### config.mk
export PLATFORM = sky130hd
export DESIGN_NAME = adc_sample_sched_flat
export DESIGN_NICKNAME = d
export VERILOG_FILES = /design/src/rtl/adc_pkg.sv /design/src/rtl/adc_sample_sched_if.sv /design/src/rtl/adc_sample_sched_rr_arbiter.sv /design/src/rtl/adc_sample_sched.sv /design/src/flat_wrapper.sv
export SDC_FILE = /design/constraint.sdc
export NUM_CORES = 1
export LEC_CHECK = 0
export CAP_MARGIN = 40
export CORE_MARGIN = 2
export CORE_UTILIZATION = 47
export DETAILED_ROUTE_END_ITERATION = 8
export PLACE_DENSITY = 0.77
export SLEW_MARGIN = 30
export SYNTH_ARGS = -nofsm -noshare
export SYNTH_HDL_FRONTEND = slang
export SYNTH_SLANG_ARGS = --single-unit
### constraint.sdc
create_clock -name clk -period 2.8 [get_ports clk]
set_input_delay 0.56 -clock clk [delete_from_list [all_inputs] [get_ports clk]]
set_output_delay 0.56 -clock clk [all_outputs]
set_load 0.01 [all_outputs]
### src/rtl/adc_pkg.sv
// Shared definitions for the ADC sample scheduler: code width, FSM state
// encoding and small index helpers used by the scheduler and its arbiter.
package adc_pkg;

    localparam int ADC_BITS = 8;

    typedef enum logic [2:0] {
        ST_IDLE  = 3'd0,
        ST_PULSE = 3'd1,
        ST_WAIT  = 3'd2,
        ST_HOLD  = 3'd3,
        ST_GAP   = 3'd4
    } state_e;

    // Requester index width; a single requester still gets a 1-bit ID.
    function automatic int id_width(input int n);
        return (n > 1) ? $clog2(n) : 1;
    endfunction

    // Increment modulo n, safe for non-power-of-two requester counts.
    function automatic int wrap_inc(input int v, input int n);
        return (v + 1 >= n) ? 0 : v + 1;
    endfunction

endpackage

### src/rtl/adc_sample_sched_if.sv
// Client-side bundle of the ADC scheduler: request/ack pairs, the result
// valid/ready port and the busy flag. The scheduler uses the slave modport,
// the clients (or a bench) use the master modport.
interface adc_sample_sched_if #(
    parameter int BITS = adc_pkg::ADC_BITS,
    parameter int NREQ = 4
);
    localparam int IDW = adc_pkg::id_width(NREQ);

    logic [NREQ-1:0] req;
    logic [NREQ-1:0] ack;
    logic            res_valid;
    logic            res_ready;
    logic [BITS-1:0] res_data;
    logic [IDW-1:0]  res_id;
    logic            busy;

    modport slave (
        input  req,
        input  res_ready,
        output ack,
        output res_valid,
        output res_data,
        output res_id,
        output busy
    );

    modport master (
        output req,
        output res_ready,
        input  ack,
        input  res_valid,
        input  res_data,
        input  res_id,
        input  busy
    );

endinterface

### src/rtl/adc_sample_sched_rr_arbiter.sv
// Combinational round-robin arbiter: the search for an active request starts
// at ptr_i and wraps; returns a one-hot grant plus the binary winner index.
module rr_arbiter
    import adc_pkg::*;
#(
    parameter int NREQ = 4,
    parameter int IDW  = id_width(NREQ)
) (
    input  logic [NREQ-1:0] req_i,
    input  logic [IDW-1:0]  ptr_i,
    output logic [NREQ-1:0] grant_o,
    output logic [IDW-1:0]  idx_o,
    output logic            valid_o
);

    // First active request at or after the pointer, wrapping around.
    always_comb begin
        logic [IDW-1:0] cand;
        // NOTE: every output and temporary gets a default first, so no path through this block can infer a latch.
        cand    = '0;
        grant_o = '0;
        idx_o   = '0;
        valid_o = 1'b0;
        for (int i = 0; i < NREQ; i++) begin
            cand = IDW'((int'(ptr_i) + i) % NREQ);
            if (!valid_o && req_i[cand]) begin
                valid_o       = 1'b1;
                grant_o[cand] = 1'b1;
                idx_o         = cand;
            end
        end
    end

endmodule

### src/rtl/adc_sample_sched.sv
// Scheduler for the shared SAR ADC: arbitrates client requests, drives a
// registered sample clock with a fixed high time, captures the ADC code at a
// fixed settle point and hands it back with the owner ID over valid/ready.
// Successive sample-clock rising edges are never closer than PERIOD_MIN.
module adc_sample_sched
    import adc_pkg::*;
#(
    parameter int BITS       = ADC_BITS,
    parameter int NREQ       = 4,
    parameter int CLK_HIGH   = 4,
    parameter int SETTLE     = 6,
    parameter int PERIOD_MIN = 16
) (
    input  logic              clk,
    input  logic              rst_n,
    adc_sample_sched_if.slave bus,
    output logic              adc_clk_o,
    input  logic [BITS-1:0]   adc_data_i
);

    localparam int IDW = id_width(NREQ);
    localparam int TW  = $clog2(PERIOD_MIN + 1);

    localparam logic [TW-1:0] T_HIGH   = TW'(CLK_HIGH);
    localparam logic [TW-1:0] T_SETTLE = TW'(SETTLE);
    localparam logic [TW-1:0] T_PERIOD = TW'(PERIOD_MIN);

    state_e          state_q, state_d;
    logic [TW-1:0]   tcnt_q, tcnt_d;      // cycles since the adc_clk rise, 1-based
    logic [IDW-1:0]  rr_q, rr_d;
    logic [IDW-1:0]  win_q, win_d;
    logic [NREQ-1:0] ack_q, ack_d;
    logic            adc_clk_q, adc_clk_d;
    logic            res_valid_q, res_valid_d;
    logic [BITS-1:0] res_data_q, res_data_d;
    logic [IDW-1:0]  res_id_q, res_id_d;

    logic [NREQ-1:0] arb_grant;
    logic [IDW-1:0]  arb_idx;
    logic            arb_valid;
    logic [TW-1:0]   tcnt_inc;

    rr_arbiter #(
        .NREQ (NREQ),
        .IDW  (IDW)
    ) u_arb (
        .req_i   (bus.req),
        .ptr_i   (rr_q),
        .grant_o (arb_grant),
        .idx_o   (arb_idx),
        .valid_o (arb_valid)
    );

    // Saturating so a long result stall cannot wrap and shorten the period.
    assign tcnt_inc = (tcnt_q >= T_PERIOD) ? T_PERIOD : tcnt_q + TW'(1);

    // Next-state, counter and output-register decode for the conversion FSM.
    always_comb begin
        logic capture;
        capture     = 1'b0;
        state_d     = state_q;
        tcnt_d      = tcnt_q;
        rr_d        = rr_q;
        win_d       = win_q;
        ack_d       = '0;
        adc_clk_d   = adc_clk_q;
        res_valid_d = res_valid_q;
        res_data_d  = res_data_q;
        res_id_d    = res_id_q;

        unique case (state_q)
            ST_IDLE: begin
                if (arb_valid) begin
                    state_d   = ST_PULSE;
                    tcnt_d    = TW'(1);
                    ack_d     = arb_grant;
                    adc_clk_d = 1'b1;
                    win_d     = arb_idx;
                    rr_d      = IDW'(wrap_inc(int'(arb_idx), NREQ));
                end
            end
            ST_PULSE: begin
                tcnt_d = tcnt_inc;
                if (tcnt_q == T_HIGH) begin
                    adc_clk_d = 1'b0;
                    // Equal high time and settle time: capture on the last high cycle.
                    if (SETTLE == CLK_HIGH) begin
                        capture = 1'b1;
                        state_d = ST_HOLD;
                    end else begin
                        state_d = ST_WAIT;
                    end
                end
            end
            ST_WAIT: begin
                tcnt_d = tcnt_inc;
                if (tcnt_q == T_SETTLE) begin
                    capture = 1'b1;
                    state_d = ST_HOLD;
                end
            end
            ST_HOLD: begin
                tcnt_d = tcnt_inc;
                if (bus.res_ready) begin
                    res_valid_d = 1'b0;
                    // Look at the next count so IDLE is reached in time for the
                    // following rise to land exactly PERIOD_MIN after this one.
                    state_d = (tcnt_inc >= T_PERIOD) ? ST_IDLE : ST_GAP;
                end
            end
            ST_GAP: begin
                tcnt_d = tcnt_inc;
                if (tcnt_inc >= T_PERIOD) begin
                    state_d = ST_IDLE;
                end
            end
            default: begin
                state_d = ST_IDLE;
            end
        endcase

        if (capture) begin
            res_data_d  = adc_data_i;
            res_id_d    = win_q;
            res_valid_d = 1'b1;
        end
    end

    // State, counter and registered outputs; reset aborts any conversion.
    always_ff @(posedge clk or negedge rst_n) begin
        if (!rst_n) begin
            state_q     <= ST_IDLE;
            tcnt_q      <= '0;
            rr_q        <= '0;
            win_q       <= '0;
            ack_q       <= '0;
            adc_clk_q   <= 1'b0;
            res_valid_q <= 1'b0;
            res_data_q  <= '0;
            res_id_q    <= '0;
        end else begin
            // NOTE: non-blocking assignments so every register samples the pre-edge values together.
            state_q     <= state_d;
            tcnt_q      <= tcnt_d;
            rr_q        <= rr_d;
            win_q       <= win_d;
            ack_q       <= ack_d;
            adc_clk_q   <= adc_clk_d;
            res_valid_q <= res_valid_d;
            res_data_q  <= res_data_d;
            res_id_q    <= res_id_d;
        end
    end

    assign adc_clk_o     = adc_clk_q;
    assign bus.ack       = ack_q;
    assign bus.res_valid = res_valid_q;
    assign bus.res_data  = res_data_q;
    assign bus.res_id    = res_id_q;
    assign bus.busy      = (state_q != ST_IDLE);

endmodule

### src/flat_wrapper.sv
// flat-port wrapper written by rule: the top's interface ports become plain ports
module adc_sample_sched_flat import adc_pkg::*;
#(
    parameter int BITS       = ADC_BITS,
    parameter int NREQ       = 4,
    parameter int CLK_HIGH   = 4,
    parameter int SETTLE     = 6,
    parameter int PERIOD_MIN = 16
)
  (clk, rst_n, adc_clk_o, adc_data_i, bus_req, bus_res_ready, bus_ack, bus_res_valid, bus_res_data, bus_res_id, bus_busy);
  adc_sample_sched_if #(.BITS(BITS), .NREQ(NREQ)) bus_i ();
  input  logic clk;
  input  logic rst_n;
  output logic adc_clk_o;
  input  logic [BITS-1:0] adc_data_i;
  input wire logic [$bits(bus_i.req)-1:0] bus_req;
  input wire logic [$bits(bus_i.res_ready)-1:0] bus_res_ready;
  output wire logic [$bits(bus_i.ack)-1:0] bus_ack;
  output wire logic [$bits(bus_i.res_valid)-1:0] bus_res_valid;
  output wire logic [$bits(bus_i.res_data)-1:0] bus_res_data;
  output wire logic [$bits(bus_i.res_id)-1:0] bus_res_id;
  output wire logic [$bits(bus_i.busy)-1:0] bus_busy;
  assign bus_i.req = bus_req;
  assign bus_i.res_ready = bus_res_ready;
  assign bus_ack = bus_i.ack;
  assign bus_res_valid = bus_i.res_valid;
  assign bus_res_data = bus_i.res_data;
  assign bus_res_id = bus_i.res_id;
  assign bus_busy = bus_i.busy;
  adc_sample_sched #(.BITS(BITS), .NREQ(NREQ), .CLK_HIGH(CLK_HIGH), .SETTLE(SETTLE), .PERIOD_MIN(PERIOD_MIN)) u_core (.clk(clk), .rst_n(rst_n), .bus(bus_i), .adc_clk_o(adc_clk_o), .adc_data_i(adc_data_i));
endmodule
Yosys cells after proc, flatten, opt, wreduce, memory -nomap -nowiden
Index checks and enable logic that the tools add are counted.
W data, S select, Z words.
{"block": "op_classes", "addsub": 5, "n_lt_le_gt_ge": 11, "n_eq_ne": 11, "n_mux": 49, "n_bitwise": 3, "reduce_logical": 22}
{"op": "$mux W4", "n": 6}
{"op": "$mux W1", "n": 19}
{"op": "$mux W3", "n": 6}
{"op": "$pmux W3 S5", "n": 1}
{"op": "$lt A2 B3 Y1 const B", "n": 4}
{"op": "$or A4 B4 Y4", "n": 3}
{"op": "$eq A5 B3 Y1 const B", "n": 2}
{"op": "$ge A5 B5 Y1 const B", "n": 2}
{"op": "$mux W2", "n": 5}
{"op": "$mux W5", "n": 2}
{"op": "$pmux W5 S2", "n": 1}
{"op": "$bmux W1 S2", "n": 4}
{"op": "$demux W1 S2", "n": 4}
{"op": "$ge A2 B1 Y1 const B", "n": 4}
{"op": "$ne A2 B1 Y1 const B", "n": 4}
{"op": "$reduce_bool A2 Y1", "n": 4}
{"op": "$logic_and A1 B1 Y1", "n": 7}
{"op": "$eq A3 B2 Y1 const B", "n": 2}
{"op": "$reduce_and A2 Y1", "n": 3}
{"op": "$add A5 B1 Y5 const B", "n": 1}
{"op": "$reduce_and A5 Y1", "n": 1}
{"op": "$add A2 B2 Y2 const B", "n": 2}
{"op": "$reduce_or A4 Y1", "n": 1}
{"op": "$add A2 B1 Y3 const B", "n": 1}
{"op": "10 further kinds", "n": 12}
{"block": "word_totals", "reg_bits": 28, "in_bits": 15, "wordCells": 110}

Depth between registers and ports, before layout
{"block": "logic_depth", "ltp_word": 15, "mapped_depth": 11, "mapped_depth_nobuf": 9}

Modules after synthesis
A second synthesis with hierarchy kept.
{"block": "hier_totals", "cells_unflattened": 163, "hier_area_um2": 1795.5}
{"module": "adc_sample_sched", "instances": 1, "cells_per_inst": 118, "area_per_inst_um2": 1373.8}
{"module": "rr_arbiter", "instances": 1, "cells_per_inst": 45, "area_per_inst_um2": 421.7}

Worst setup path after synthesis
No wires, ideal clock.
{"block": "synth_timing", "kind": "register -> register", "from": "register u_core.rr_q[0]", "to": "register u_core.rr_q[1]", "setup_ns": 0.134, "arrival_time_ns": 2.534, "t_required_ns": 2.666, "setup_slack_ns": 0.133, "path_stages_with_launch": 11, "path_buffers": 1, "period_less_slack_ns": 2.667, "cell_sequence": "dfrtp_1 buf_4 inv_1 ha_1 mux4_2 a21oi_2 and3_2 nor2_1 ha_1 nand2_1 o21ai_0"}
{"block": "synth_between", "elab_chain_cells": 15, "elab_cells_between_ends": 29}
{"item": "start, declared", "line": "adc_sample_sched.sv:30", "source": "logic [IDW-1:0] rr_q, rr_d;"}
{"item": "start signal, assigned", "line": "adc_sample_sched.sv:145", "source": "rr_q <= rr_d;"}
{"item": "branches (longest 11 deep; another with $add A2 B1 Y2)"}
{"item": "$mux W2 *", "line": "adc_sample_sched_rr_arbiter.sv:26", "source": "if (!valid_o && req_i[cand]) begin"}
{"item": "via u_core.arb_idx[1]", "line": "adc_sample_sched.sv:39", "source": "logic [IDW-1:0] arb_idx;"}
{"item": "$add A2 B1 Y3 *", "line": "adc_pkg.sv:22", "source": "return (v + 1 >= n) ? 0 : v + 1;"}
{"item": "$ge A3 B3 Y1", "line": "adc_pkg.sv:22"}
{"item": "$mux W2 *", "line": "adc_pkg.sv:22"}
Mark *: on every way through the listed nets, which the timed path passes. The select of a mux whose other input is x is not followed.
A chain may end at the register's enable or synchronous reset.

Worst setup path in the final report
Same ends and word-level chain as after synthesis.

==> run_results.csv <==
group,metric,value,unit
clocking,cts_max_level,1,
floorplanning,rows,21,
sta,setup_viol,0,
sta,tightest_slew,0.3990,ns
cells_and_area,area_growth_syn_to_layout,25.74,%
pwr,seq_power_share,0.329,
drt,drtAntennaViolNets,0,
synth,synth_cells,157,
floorplanning,die-height,64.08,um
pwr,p_leak,0.9108,nW
drt,drcViolationCount,0,
sta,fin_tns_setup,0,ns
clocking,cts_setup_buffers,0,
clocking,cts_root_buf,"clkbuf_4",
synth,synth_area_per_cell,10.81,sq um
cells_and_area,final_common_cell,"clkdlybuf4s50_1",
clocking,cts_buffer_depth,2,
run_status,status,"completed",
placement,place_ws,0.04337,ns
pwr,clock_power_share,0.102,
pwr,power.density,930.8,nW/um^2
synth,synth_top_area_share,0.4130,
clocking,clk_pin_slew,0.15,ns
synth,synth.cell_area,1697,sq um
min_path,hold_class,"reg2reg",
cells_and_area,final_nets,223,
synth,yosysWarnings,0,
floorplanning,die-area,4106,sq um
clocking,cts-resized-gates,0,
clocking,ctsHoldBuffers,0,
setup_path,reg2reg_depth,9,
synth,synthTopCellsByArea,"dfrtp_1 41%, ha_1 8.8%, mux2_2 8.0%",
placement,io_buffers,31,
setup_path,reg2reg_to,"u_core.rr_q[1]",
synth,synth-compound-area-share,0.1659,
setup_path,arrival,2.74,ns
setup_path,cpPeakStageDelay,0.58,ns
floorplanning,fp.dieW,64.08,um
sta,relSlewSlack,0.7334,
pwr,p_sw,0.7919,mW
cells_and_area,num_antenna_cells,0,
setup_path,cp.required,3.03,ns
clocking,cts_buffers,3,
drt,firstDrtPassIters,4,
setup_path,crit_path_top_delay_cell,"mux4_2",
placement,dp_hpwl,2556,um
setup_path,worstSetupEndpoint,"u_core.rr_q[1]",
synth,synthSimpleGateAreaFrac,0.1364,
floorplanning,initial_core_util,0.5006,
grt,grt_pass1_vias,1276,
clocking,cts_tree,"yes",
setup_path,startpoint,"u_core.rr_q[0]",
sta,slew_violations,0,
synth,yosysTopAreaCell,"dfrtp_1",
setup_path,path_delay_family,"adder cells",
setup_path,start_kind,"flip-flop",
setup_path,crit_buf_inv,2,
synth,ys_seq_area_frac,0.4130,
sta,fmax,0.3976,GHz
synth,synthMuxAreaShare,0.1453,
setup_path,worst-path-max-fanout,9,
grt,grt_antenna_before_repair,0,
floorplanning,core,3390,sq um
grt,grt_use_total,0.1788,
pwr,p_comb_frac,0.569,
drt,wl_per_cell,14.35,um
drt,vias,1352,
floorplanning,boundaryPins,32,
drt,routed_via_density,5.610,
sta,finClkSkew,0.008723,ns
synth,synthXorXnorAreaFrac,0.01032,
pwr,irDropWorstVdd,0.0003856,V
sta,fin_crit,2.515,ns
setup_path,end_kind,"flip-flop",
clocking,clkSinkCount,28,
placement,gp_congestion,0.8280,
sta,finalHoldViolations,0,
setup_path,cp_cell_sequence,"inv_1 > ha_1 > mux4_2 > buf_4 > o211ai_2 > nand2_1 > ha_1 > nand2_1 > o21ai_0",
sta,setup_slack,0.2848,ns
cells_and_area,final_area,2133,sq um
cells_and_area,final_cell_mix,"31 x clkdlybuf4s50_1, 28 x dfrtp_1, 16 x nand2_1",
pwr,switching_share,0.3988,
pwr,intPower,1.194,mW
drt,drt_iter0_drc,34,
run,cap_viol_max_count,0,
synth,synth_cell_types,40,
grt,grt_pass1_wl,5733,um
setup_path,path_class,"reg2reg",
grt,grt_max_degree,29,
synth,ys_ff_latch,28,
synth,synth_top_family_by_area,"compound AO/OA/AOI/OAI gates",
pwr,p_total,1.986,mW
synth,synthAdderAreaFrac,0.08850,
sta,finalCritPeriodShare,0.8983,
clocking,clk_latency,0.34,ns
setup_path,r2r_start,"u_core.rr_q[0]",
sta,rsz0062_at_grt,"false",
cells_and_area,layout-drive-gt1-share,0.1641,
setup_path,cp_num_cells,9,
synth,synth_nets,184,
grt,overflow,0,
setup_path,regToRegSetupSlack,0.28,ns
placement,dpl_cell_area,2097,sq um
drt,drt_wl_total,3458,um
## cells in the mapped netlist, drive strengths merged
library cell	number
xnor2	1
a32oi	5
nand2b	1
nand3b	1
mux2	12
o22ai	1
nor2b	3
a211oi	2
a31oi	3
o31ai	2
nand4b	1
inv	9
nor2	6
or3	2
mux4	3
a21o	5
nand3	2
nand2	16
xor2	1
and4b	1
clkbuf	3
and3	1
a32o	2
nor3b	2
o211ai	3
dfrtp	28
and2b	1
mux2i	4
o21ai	6
or3b	5
ha	12
buf	3
o2111a	1
a21oi	8
a2bb2oi	1
## registers in the layout, indices dropped and copies added, names as in the netlist
name,cells
u_core.adc_clk_o,1
u_core.bus.ack,4
u_core.bus.res_data,8
u_core.bus.res_id,2
u_core.bus.res_valid,1
u_core.rr_q,2
u_core.state_q,3
u_core.tcnt_q,5
u_core.win_q,2
## kinds of logic (layout without fill, tap and decap cells)
group / Yosys count / in the layout
buffers and inverters: 15 / 53
adders and majority gates: 12 / 12
DFF: 28 / 28
and+or+nand+nor: 42 / 42
xor gates and xnor gates: 2 / 2
AOI/OAI and AO/OA: 39 / 39
muxes: 19 / 19
## worst min-delay path by stage
stage / start / endpoint / cells after the start
CTS: u_core.win_q[1] / u_core.win_q[1] / 2
finish: u_core.win_q[1] / u_core.win_q[1] / 2
global route: u_core.bus.res_data[4] / u_core.bus.res_data[4] / 1
floorplan: rst_n / u_core.adc_clk_o / 0
global placement: u_core.win_q[1] / u_core.win_q[1] / 2
detailed placement: u_core.win_q[1] / u_core.win_q[1] / 2
## through the flow
step	util	hold slack [ns]	cells
floorplan	-	0.2644	157
global placement	0.6187	0.4740	237
detailed placement	0.6187	0.4825	237
finish	0.6294	0.5145	241
CTS	0.6294	0.5162	241
global route	0.6294	0.5469	241
## power groups by stage
stage | Sequential (mW) | Combinational, mW | Clock, mW
floorplan | 0.689 | 0.712 | 0
global placement | 0.652 | 1.09 | 0
detailed placement | 0.663 | 1.13 | 0
CTS | 0.653 | 1.13 | 0.205
global route | 0.675 | 1.26 | 0.227
finish | 0.653 | 1.13 | 0.202
## per-layer routing
metal	up-vias	global-route usage	share of wire
li1	655	-	-
met1	645	0.2253	0.44
met4	0	0.1060	0.025
met3	9	0.02289	0.051
met2	43	0.2930	0.48
met5	-	0	0
## layout make-up
cell class                 instances  area, sq um
tap                               46        57.56
sequential                        28        700.7
timing repair buffer              40        377.9
multi-input combinational        114        927.1
fill                             263         1256
inverter                           9        33.78
clock buffer                       4        36.28
## worst min-delay path, delay by kind of cell (launching register included)
kind | cells | cell delay (ns)
flip-flops | 1 | 0.38
AO/OA/AOI/OAI | 1 | 0.06
AND/OR/NAND/NOR | 1 | 0.05
No activity file was read; power rests on OpenSTA's default activity.
